[src/rtl/ps2_pkg.sv]
// rtl/ps2_pkg.sv - shared types and field positions for the PS/2 mouse decoder
// Contents: decoder FSM state enum, 11-bit frame field positions,
// IntelliMouse status byte bit indices.
package ps2_pkg;

   typedef enum logic [1:0] {
      IDLE  = 2'd0,
      CHECK = 2'd1,
      APPLY = 2'd2
   } state_e;

   // Frame field positions, MSB is the first bit on the wire.
   localparam int START_BIT = 10;
   localparam int DATA_MSB  = 9;
   localparam int DATA_LSB  = 2;
   localparam int PAR_BIT   = 1;
   localparam int STOP_BIT  = 0;

   // Status byte bit indices.
   localparam int ST_LEFT   = 0;
   localparam int ST_RIGHT  = 1;
   localparam int ST_MIDDLE = 2;
   localparam int SYNC_BIT  = 3;
   localparam int ST_XSIGN  = 4;
   localparam int ST_YSIGN  = 5;
   localparam int ST_XOVF   = 6;
   localparam int ST_YOVF   = 7;

endpackage

[src/rtl/ps2_frame_check.sv]
// rtl/ps2_frame_check.sv - combinational validation and byte extraction of one PS/2 frame
// Ports:
//   i_frame  in  11  captured frame, start bit in bit 10
//   o_data   out 8   data byte (d0 in bit 0)
//   o_ok     out 1   start==0, stop==1 and odd parity over data+parity
module ps2_frame_check
   import ps2_pkg::*;
(
   input  logic [10:0] i_frame,
   output logic [7:0]  o_data,
   output logic        o_ok
);

   always_comb begin
      // d0 arrived first, so it sits at the top of the data field.
      for (int i = 0; i < 8; i++) begin
         o_data[i] = i_frame[DATA_MSB - i];
      end
      o_ok = ~i_frame[START_BIT] & i_frame[STOP_BIT]
           & (^{i_frame[DATA_MSB:DATA_LSB], i_frame[PAR_BIT]});
   end

endmodule

[src/rtl/ps2_mouse_decoder.sv]
// rtl/ps2_mouse_decoder.sv - validates 4-frame IntelliMouse packets and tracks a clamped cursor
// Ports:
//   i_clk, i_reset_n          clock, asynchronous active-low reset
//   i_word1..i_word4  in  11  status, X, Y, wheel frames; valid only while i_ready
//   i_ready           in  1   single-cycle packet strobe
//   o_x, o_y          out     cursor position (o_y = 0 is the top row)
//   o_buttons         out 3   {middle, right, left}
//   o_wheel           out 4   signed wheel delta of the last good packet
//   o_valid           out 1   pulse while freshly applied state is shown
//   o_frame_err       out 1   pulse when a packet is rejected
//   o_err_count       out 8   saturating rejected-packet count
module ps2_mouse_decoder
   import ps2_pkg::*;
#(
   parameter int SCREEN_W = 640,
   parameter int SCREEN_H = 480,
   parameter int POS_W    = 10
) (
   input  logic             i_clk,
   input  logic             i_reset_n,
   input  logic [10:0]      i_word1,
   input  logic [10:0]      i_word2,
   input  logic [10:0]      i_word3,
   input  logic [10:0]      i_word4,
   input  logic             i_ready,
   output logic [POS_W-1:0] o_x,
   output logic [POS_W-1:0] o_y,
   output logic [2:0]       o_buttons,
   output logic [3:0]       o_wheel,
   output logic             o_valid,
   output logic             o_frame_err,
   output logic [7:0]       o_err_count
);

   localparam int CW = POS_W + 2;
   localparam logic signed [CW-1:0] X_MAX = CW'(SCREEN_W - 1);
   localparam logic signed [CW-1:0] Y_MAX = CW'(SCREEN_H - 1);

   state_e                 state_q, state_d;
   logic [3:0][10:0]       word_q, word_d;
   logic [POS_W-1:0]       x_q, x_d, y_q, y_d;
   logic [2:0]             buttons_q, buttons_d;
   logic [3:0]             wheel_q, wheel_d;
   logic                   valid_q, valid_d;
   logic                   frame_err_q, frame_err_d;
   logic [7:0]             err_count_q, err_count_d;

   logic [3:0][10:0]       in_words;
   logic [3:0][10:0]       chk_frame;
   logic [3:0][7:0]        chk_data;
   logic [3:0]             chk_ok;
   logic                   pkt_ok;
   logic                   unused_wheel_hi;

   logic [8:0]             dx9, dy9;
   logic signed [CW-1:0]   x_sum, y_sum;
   logic [POS_W-1:0]       x_clamp, y_clamp;

   assign in_words = {i_word4, i_word3, i_word2, i_word1};

   // The checkers look at the live inputs while idle so a bad packet can be
   // flagged on the capture edge; afterwards they decode the latched copy.
   assign chk_frame = (state_q == IDLE) ? in_words : word_q;

   for (genvar g = 0; g < 4; g++) begin : g_chk
      ps2_frame_check u_chk (
         .i_frame (chk_frame[g]),
         .o_data  (chk_data[g]),
         .o_ok    (chk_ok[g])
      );
   end

   assign pkt_ok          = (&chk_ok) & chk_data[0][SYNC_BIT];
   assign unused_wheel_hi = ^chk_data[3][7:4];

   always_comb begin
      // 9-bit two's complement deltas; overflow discards the movement.
      dx9 = chk_data[0][ST_XOVF] ? 9'd0 : {chk_data[0][ST_XSIGN], chk_data[1]};
      dy9 = chk_data[0][ST_YOVF] ? 9'd0 : {chk_data[0][ST_YSIGN], chk_data[2]};

      // Two guard bits keep the sum from wrapping before the clamp.
      x_sum = $signed({2'b00, x_q}) + CW'($signed(dx9));
      y_sum = $signed({2'b00, y_q}) - CW'($signed(dy9));

      if (x_sum[CW-1])       x_clamp = '0;
      else if (x_sum > X_MAX) x_clamp = POS_W'(SCREEN_W - 1);
      else                   x_clamp = x_sum[POS_W-1:0];

      if (y_sum[CW-1])       y_clamp = '0;
      else if (y_sum > Y_MAX) y_clamp = POS_W'(SCREEN_H - 1);
      else                   y_clamp = y_sum[POS_W-1:0];
   end

   always_comb begin
      state_d     = state_q;
      word_d      = word_q;
      x_d         = x_q;
      y_d         = y_q;
      buttons_d   = buttons_q;
      wheel_d     = wheel_q;
      valid_d     = 1'b0;
      frame_err_d = 1'b0;
      err_count_d = err_count_q;

      case (state_q)
         IDLE: begin
            if (i_ready) begin
               // Upstream clears the words next cycle, so capture them now.
               word_d  = in_words;
               state_d = CHECK;
               if (!pkt_ok) begin
                  frame_err_d = 1'b1;
                  if (err_count_q != 8'hFF) err_count_d = err_count_q + 8'd1;
               end
            end
         end
         CHECK: begin
            if (pkt_ok) begin
               x_d       = x_clamp;
               y_d       = y_clamp;
               buttons_d = {chk_data[0][ST_MIDDLE], chk_data[0][ST_RIGHT], chk_data[0][ST_LEFT]};
               wheel_d   = chk_data[3][3:0];
               valid_d   = 1'b1;
               state_d   = APPLY;
            end else begin
               state_d   = IDLE;
            end
         end
         APPLY:   state_d = IDLE;
         default: state_d = IDLE;
      endcase
   end

   always_ff @(posedge i_clk or negedge i_reset_n) begin
      if (!i_reset_n) begin
         state_q     <= IDLE;
         word_q      <= '0;
         x_q         <= POS_W'(SCREEN_W / 2);
         y_q         <= POS_W'(SCREEN_H / 2);
         buttons_q   <= '0;
         wheel_q     <= '0;
         valid_q     <= 1'b0;
         frame_err_q <= 1'b0;
         err_count_q <= '0;
      end else begin
         state_q     <= state_d;
         word_q      <= word_d;
         x_q         <= x_d;
         y_q         <= y_d;
         buttons_q   <= buttons_d;
         wheel_q     <= wheel_d;
         valid_q     <= valid_d;
         frame_err_q <= frame_err_d;
         err_count_q <= err_count_d;
      end
   end

   assign o_x         = x_q;
   assign o_y         = y_q;
   assign o_buttons   = buttons_q;
   assign o_wheel     = wheel_q;
   assign o_valid     = valid_q;
   assign o_frame_err = frame_err_q;
   assign o_err_count = err_count_q;

endmodule

[config.mk]
export PLATFORM = sky130hd
export DESIGN_NAME = ps2_mouse_decoder
export DESIGN_NICKNAME = d
export VERILOG_FILES = /design/src/rtl/ps2_pkg.sv /design/src/rtl/ps2_frame_check.sv /design/src/rtl/ps2_mouse_decoder.sv
export SDC_FILE = /design/constraint.sdc
export NUM_CORES = 1
export LEC_CHECK = 0
export BUFFER_PORTS_ARGS = -buffer_cell sky130_fd_sc_hd__buf_2
export CORE_ASPECT_RATIO = 0.7
export CORE_MARGIN = 5
export CORE_UTILIZATION = 60
export DETAILED_ROUTE_END_ITERATION = 10
export PLACE_DENSITY = 0.84
export SYNTH_ARGS = -nofsm -noshare
export SYNTH_HDL_FRONTEND = slang
export SYNTH_SLANG_ARGS = --single-unit
[constraint.sdc]
create_clock -name i_clk -period 11.85 [get_ports i_clk]
set_clock_uncertainty 0.2 [all_clocks]
set_input_delay 2.37 -clock i_clk [delete_from_list [all_inputs] [get_ports i_clk]]
set_output_delay 2.37 -clock i_clk [all_outputs]
set_load 0.005 [all_outputs]
# --- Word-level counts from Yosys, hierarchy flattened ---
# Cells that the tools add are included.
word_totals:
  register_bits: 83
  inputBits: 47
  out_inout_bits: 37
classes:
  add_sub_neg: 3
  order_cmp: 2
  eq_ne: 3
  n_mux: 15
  bitwise: 14
  reduce_logical: 9
ops:
  columns: ["operator", "count"]
  rows:
  - ["44-bit two-way mux", 1]
  - ["10-bit two-way mux", 4]
  - ["9-bit parity", 4]
  - ["9-bit two-way mux", 2]
  - ["11-bit by 9-bit adder with 12-bit output", 1]
  - ["12-bit by 10-bit greater-than comparator with 1-bit output, second input constant", 1]
  - ["12-bit by 11-bit greater-than comparator with 1-bit output, second input constant", 1]
  - ["11-bit by 9-bit subtractor with 12-bit output", 1]
  - ["1-bit bitwise AND", 9]
  - ["8-bit by 1-bit adder with 8-bit output, second input constant", 1]
  - ["8-bit inequality test, second input constant", 1]
  - ["4-bit AND reduction", 2]
  - ["1-bit two-way mux", 5]
  - ["1-bit NOT", 5]
  - ["2-bit two-way mux", 2]
  - ["2-bit one-hot mux with 2 select lines", 1]
  - ["2-bit AND reduction", 2]
  - ["2-bit by 1-bit == test with 1-bit output, second input constant", 1]
  - ["2-bit zero test", 1]
  - ["2-bit inequality test, second input constant", 1]

# --- Longest topological paths before layout ---
depth:
  ltp_word: 10
  depth_mapped: 16
  mapped_depth_nobuf: 14

# --- By module ---
# A second synthesis with hierarchy kept.
unflattened:
  cells_unflattened: 512
  area_unflattened_um2: 5557.8
by_module_without_submodules:
  columns: ["module", "instances", "cells_per_inst", "seq_area_each_um2", "area_each_um2"]
  rows:
  - ["ps2_mouse_decoder", 1, 448, 2084.5, 4927.2]
  - ["ps2_frame_check", 4, 16, 0.0, 157.7]

# --- Worst setup path after synthesis ---
# No wires, ideal clock.
synth_path:
  path_type: "input to register"
  start: "input port i_word1[2]"
  end: "register y_q[5] (netlist: o_y[5])"
  t_required_ps: 11564
  setup_ps: 86
  cell_stages: 13
  arrival_ps: 5311
  path_slack_ps: 6254
  cell_sequence: "mux2i_1 > a21boi_0 > ha_1 > inv_1 > fa_1 > a21oi_1 > o21ai_0 > a211o_1 > a31oi_1 > mux2_2 > a211oi_2 > nand2b_1 > o31ai_1"
synth_via:
  elab_chain_len: 6
  word_cells_on_any_way: 11
synth_rtl:
  columns: ["element", "line_no", "text"]
  rows:
  - ["start: declaration", "ps2_mouse_decoder.sv:21", "input logic [10:0] i_word1,"]
  - ["44-bit two-way mux *", "ps2_mouse_decoder.sv:63", "assign chk_frame = (state_q == IDLE) ? in_words : word_q;"]
  - ["9-bit two-way mux or 9-bit parity (tied branches)", "ps2_mouse_decoder.sv:79, ps2_frame_check.sv:20", null]
  - ["11-bit by 9-bit subtractor with 12-bit output or 1-bit bitwise AND (tied branches)", "ps2_mouse_decoder.sv:83, ps2_frame_check.sv:20", null]
  - ["12-bit by 10-bit greater-than comparator with 1-bit output or 4-bit AND reduction (tied branches)", "ps2_mouse_decoder.sv:90, ps2_mouse_decoder.sv:73", null]
  - ["10-bit two-way mux or 1-bit bitwise AND (tied branches)", "ps2_mouse_decoder.sv:90, ps2_mouse_decoder.sv:73", null]
  - ["10-bit two-way mux or 2-bit AND reduction (tied branches)", null, null]
  - ["end signal: assignment", "ps2_mouse_decoder.sv:139", "y_q <= POS_W'(SCREEN_H / 2);"]
  - ["end signal: assignment", "ps2_mouse_decoder.sv:149", "y_q <= y_d;"]
  - ["end: declaration", "ps2_mouse_decoder.sv:41", "logic [POS_W-1:0] x_q, x_d, y_q, y_d;"]
# Mark *: on every way between the ends. The rest lies on a longest branch, timed or not.
# A chain may end at the register's enable or synchronous reset.

# --- Worst setup path after layout ---
layout_path:
  start: "input port i_word1[2]"
  end: "register y_q[4] (netlist: o_y[4])"
# The elaborated chain is that of the path after synthesis.

==> flow_metrics.env <==
export IMPL_run_status="finished, final reports clean"
export IMPL_grt_pass1_vias=4383
export IMPL_setup_tns_ns=0
export IMPL_cts_resized=0
export IMPL_grt_total_usage=0.2437
export IMPL_tritoncts="built"
export IMPL_cp_depth=14
export IMPL_worstPathRequired_ns=11.90
export IMPL_path_max_fanout=9
export IMPL_cts_setup_buffers=0
export IMPL_grt_ovfl_total=0
export IMPL_path_delay_family="compound AO/OA/AOI/OAI gates"
export IMPL_drc=0
export IMPL_routed_wl_mm=12.21
export IMPL_yosysSeqAreaShare=0.3972
export IMPL_root_buffer="clkbuf_16"
export IMPL_whs_path_depth=2
export IMPL_hold_start="o_buttons[0]"
export IMPL_final_common_cell="nand2_1"
export IMPL_gp_congestion=0.9201
export IMPL_power_share_clock=0.321
export IMPL_area_growth_pct=15.71
export IMPL_drive_gt1_frac=0.1816
export IMPL_dr_wl_met2_mm=5.598
export IMPL_power_internal_mw=0.6099
export IMPL_whs_ns=0.2655
export IMPL_synth_cells=609
export IMPL_crit_chain="buf_2 > mux2i_1 > a21boi_0 > ha_1 > inv_1 > fa_1 > a21oi_1 > o21ai_0 > a211o_1 > a31oi_1 > mux2_2 > a211oi_2 > nor2_1 > o21ai_0"
export IMPL_dpl_cell_count=798
export IMPL_maxCapViolCount=0
export IMPL_setup_worst_path_class="input port to flip-flop"
export IMPL_rows=28
export IMPL_finalSetupViolCount=0
export IMPL_yosysTopAreaCell="dfrtp_1"
export IMPL_power_share_sequential=0.390
export IMPL_crit_start="i_word1[2]"
export IMPL_fin_util=0.7162
export IMPL_fin_crit_sh=0.5006
export IMPL_max_freq_ghz=0.1686
export IMPL_ctsHoldBuffers=0
export IMPL_antenna_cells=0
export IMPL_fp_dieH_um=88.25
export IMPL_syn_mean_instance_area_um2=8.617
export IMPL_ant_nets=0
export IMPL_ys_async_sr_fraction=1.000
export IMPL_r2r_cells=15
export IMPL_clk_pin_slew_ns=0.06
export IMPL_slew_violations=0
export IMPL_drt_iter0_drc=313
export IMPL_synthTopCellsByArea="dfrtp_1 (37%), nand2_1 (17%), xnor2_1 (9.5%)"
export IMPL_final_min_clock_period_ns=5.932
export IMPL_combPwrFrac=0.289
export IMPL_hpwlAfterDp_mm=8.912
export IMPL_netlist_area_leader_share=0.3672
export IMPL_max_slew_margin=0.3284
export IMPL_synthFlopType="dfrtp_1"
export IMPL_min_path_type="flip-flop to flip-flop"
export IMPL_yosysWarnings=0
export IMPL_num_fill_cells=680
export IMPL_antenna_found_initial=0
export IMPL_hold_viol_final=0
export IMPL_critPathSlowestCell="mux2i_1"
export IMPL_grt_start_max_net_pins=84
export IMPL_regToRegStartpoint="state_q[1]"
export IMPL_cts_sinks=83
export IMPL_ys_ff_latch=83
export IMPL_slowest_delay_ns=0.56
export IMPL_top_layer_used="met4"
export IMPL_synth_edf_count=0
export IMPL_die_w_um=121.8
export IMPL_grt_pass1_wl_mm=20.66
export IMPL_rsz0062_at_grt="false"
export IMPL_cts_made_buffers=9
export IMPL_tightest_slew_ns=1.007
export IMPL_htree_levels=3
export IMPL_vias_per_cell=5.502
export IMPL_met3WireLength_um=812
export IMPL_crit_buf_inv=2
export IMPL_syn_area_mm2=0.005248
export IMPL_synth_distinct_cells=57
export IMPL_wl_met1_mm=5.679
export IMPL_swShare=0.3148
export IMPL_mostFrequentLayoutCells="nand2_1 (231), buf_2 (82), dfrtp_1 (77)"
export IMPL_vdd_drop_max_v=0.00009692
export IMPL_startpoint_type="input port"
export IMPL_synth_fp_nets=682
export IMPL_wl_per_cell_um=15.00
export IMPL_die_area_mm2=0.01075
export IMPL_cp_end_kind="flip-flop"
export IMPL_vias=4479
export IMPL_cellLeakagePower_nw=3.116
export IMPL_fin_cells=814
export IMPL_coreArea_mm2=0.008478
export IMPL_ios=84
export IMPL_io_buffer_count=83
export IMPL_clockBufferDepth=2
export IMPL_crit_arrival_ns=5.98
export IMPL_crit_top_cell="o21ai_0"
export IMPL_dr_pass1_iters=5
export IMPL_initial_core_util=0.6189
export IMPL_powerDensity_mw_per_mm2=146.6
export IMPL_p_sw_mw=0.2802
export IMPL_clk_latency_ns=0.34
export IMPL_nets=762
-- cell usage after synthesis, types with 3 or more instances --
cell,n
nand2_1,231
dfrtp_1,77
xnor2_1,57
ha_1,24
nor2_1,24
o21ai_0,21
a21oi_1,20
clkbuf_1,12
inv_1,12
xor2_1,12
nor3_1,9
dfstp_2,6
nand3_1,6
xnor3_1,6
a21o_1,5
mux2_2,5
nand4_1,5
o21a_1,5
or2_2,5
a211o_1,4
a211oi_1,4
a221oi_1,3
nand2b_1,3
nor2b_1,3
o22ai_1,3
o31ai_1,3
-- cell type report --
cell class / instances / area, um2 / area share
well taps: 120 / 150.1 / 0.02473
clock buffers: 11 / 242.7 / 0.03998
inverters: 13 / 48.80 / 0.008036
repair buffers: 85 / 432.9 / 0.07130
multi-input cells: 497 / 3052 / 0.5026
clock inverters: 5 / 61.31 / 0.01010
flip-flops and latches: 83 / 2085 / 0.3433
-- worst paths after layout --
| kind | to | slack (ns) |
|---|---|---|
| setup / recovery | o_y[4] | 5.92 |
| hold / removal | o_buttons[0] | 0.27 |
| setup reg to reg | o_y[4] | 6.79 |
| hold reg to reg | o_buttons[0] | 0.27 |
| max in group asynchronous | word_q[25] | 8.80 |
| min in group asynchronous | o_x[3] | 2.00 |
-- worst reg2reg max path, delay by kind of cell, from the launching register on --
family	cells	cell delay, ns
AND/OR/NAND/NOR	2	0.60
buffers and inverters	2	0.39
multiplexers	2	0.99
flip-flops	1	0.39
adder cells (fa/ha/maj)	2	0.59
AO/OA/AOI/OAI	7	1.80
-- per-stage QoR --
| stage | setup WS [ns] | total power [mW] | area, um2 |
|---|---|---|---|
| 6_report | 5.918 | 0.8901 | 6072 |
| 5_1_grt | 5.579 | 0.9416 | 6072 |
| 4_1_cts | 5.946 | 0.8930 | 6072 |
| 3_5_place_dp | 5.619 | 0.6060 | 5768 |
| 3_3_place_gp | 5.756 | 0.5960 | 5768 |
| 2_1_floorplan | 6.254 | 0.5358 | 5248 |
-- sequential cells by signal, indices dropped and copies added (netlist names) --
signal       flops
word_q          44
o_x             10
o_y             10
o_err_count      8
o_wheel          4
o_buttons        3
state_q          2
o_frame_err      1
o_valid          1
-- power groups by stage --
stage | Sequential, mW | Combinational (mW) | Clock, mW
2_1_floorplan | 0.347 | 0.189 | 0
3_3_place_gp | 0.349 | 0.247 | 0
3_5_place_dp | 0.351 | 0.255 | 0
4_1_cts | 0.346 | 0.257 | 0.289
5_1_grt | 0.352 | 0.286 | 0.303
6_report | 0.347 | 0.257 | 0.286
-- kinds of logic (layout without fill, tap and decap cells) --
kind of cell    Yosys count  in the layout  synth area share
simple gates            301            301            0.2399
compound gates           86             86            0.1152
flops                    83             83            0.3972
xor+xnor                 77             77            0.1471
buf+inv                  29            114           0.02122
fa+ha+maj                26             26           0.06486
mux                       7              7           0.01454
-- layer usage --
layer / GRT usage / vias up
li1: - / 2185
met1: 0.3303 / 2127
met2: 0.3968 / 152
met3: 0.05495 / 15
met4: 0.07630 / 0
met5: 0 / -
Power figures use the tool's default switching activity.
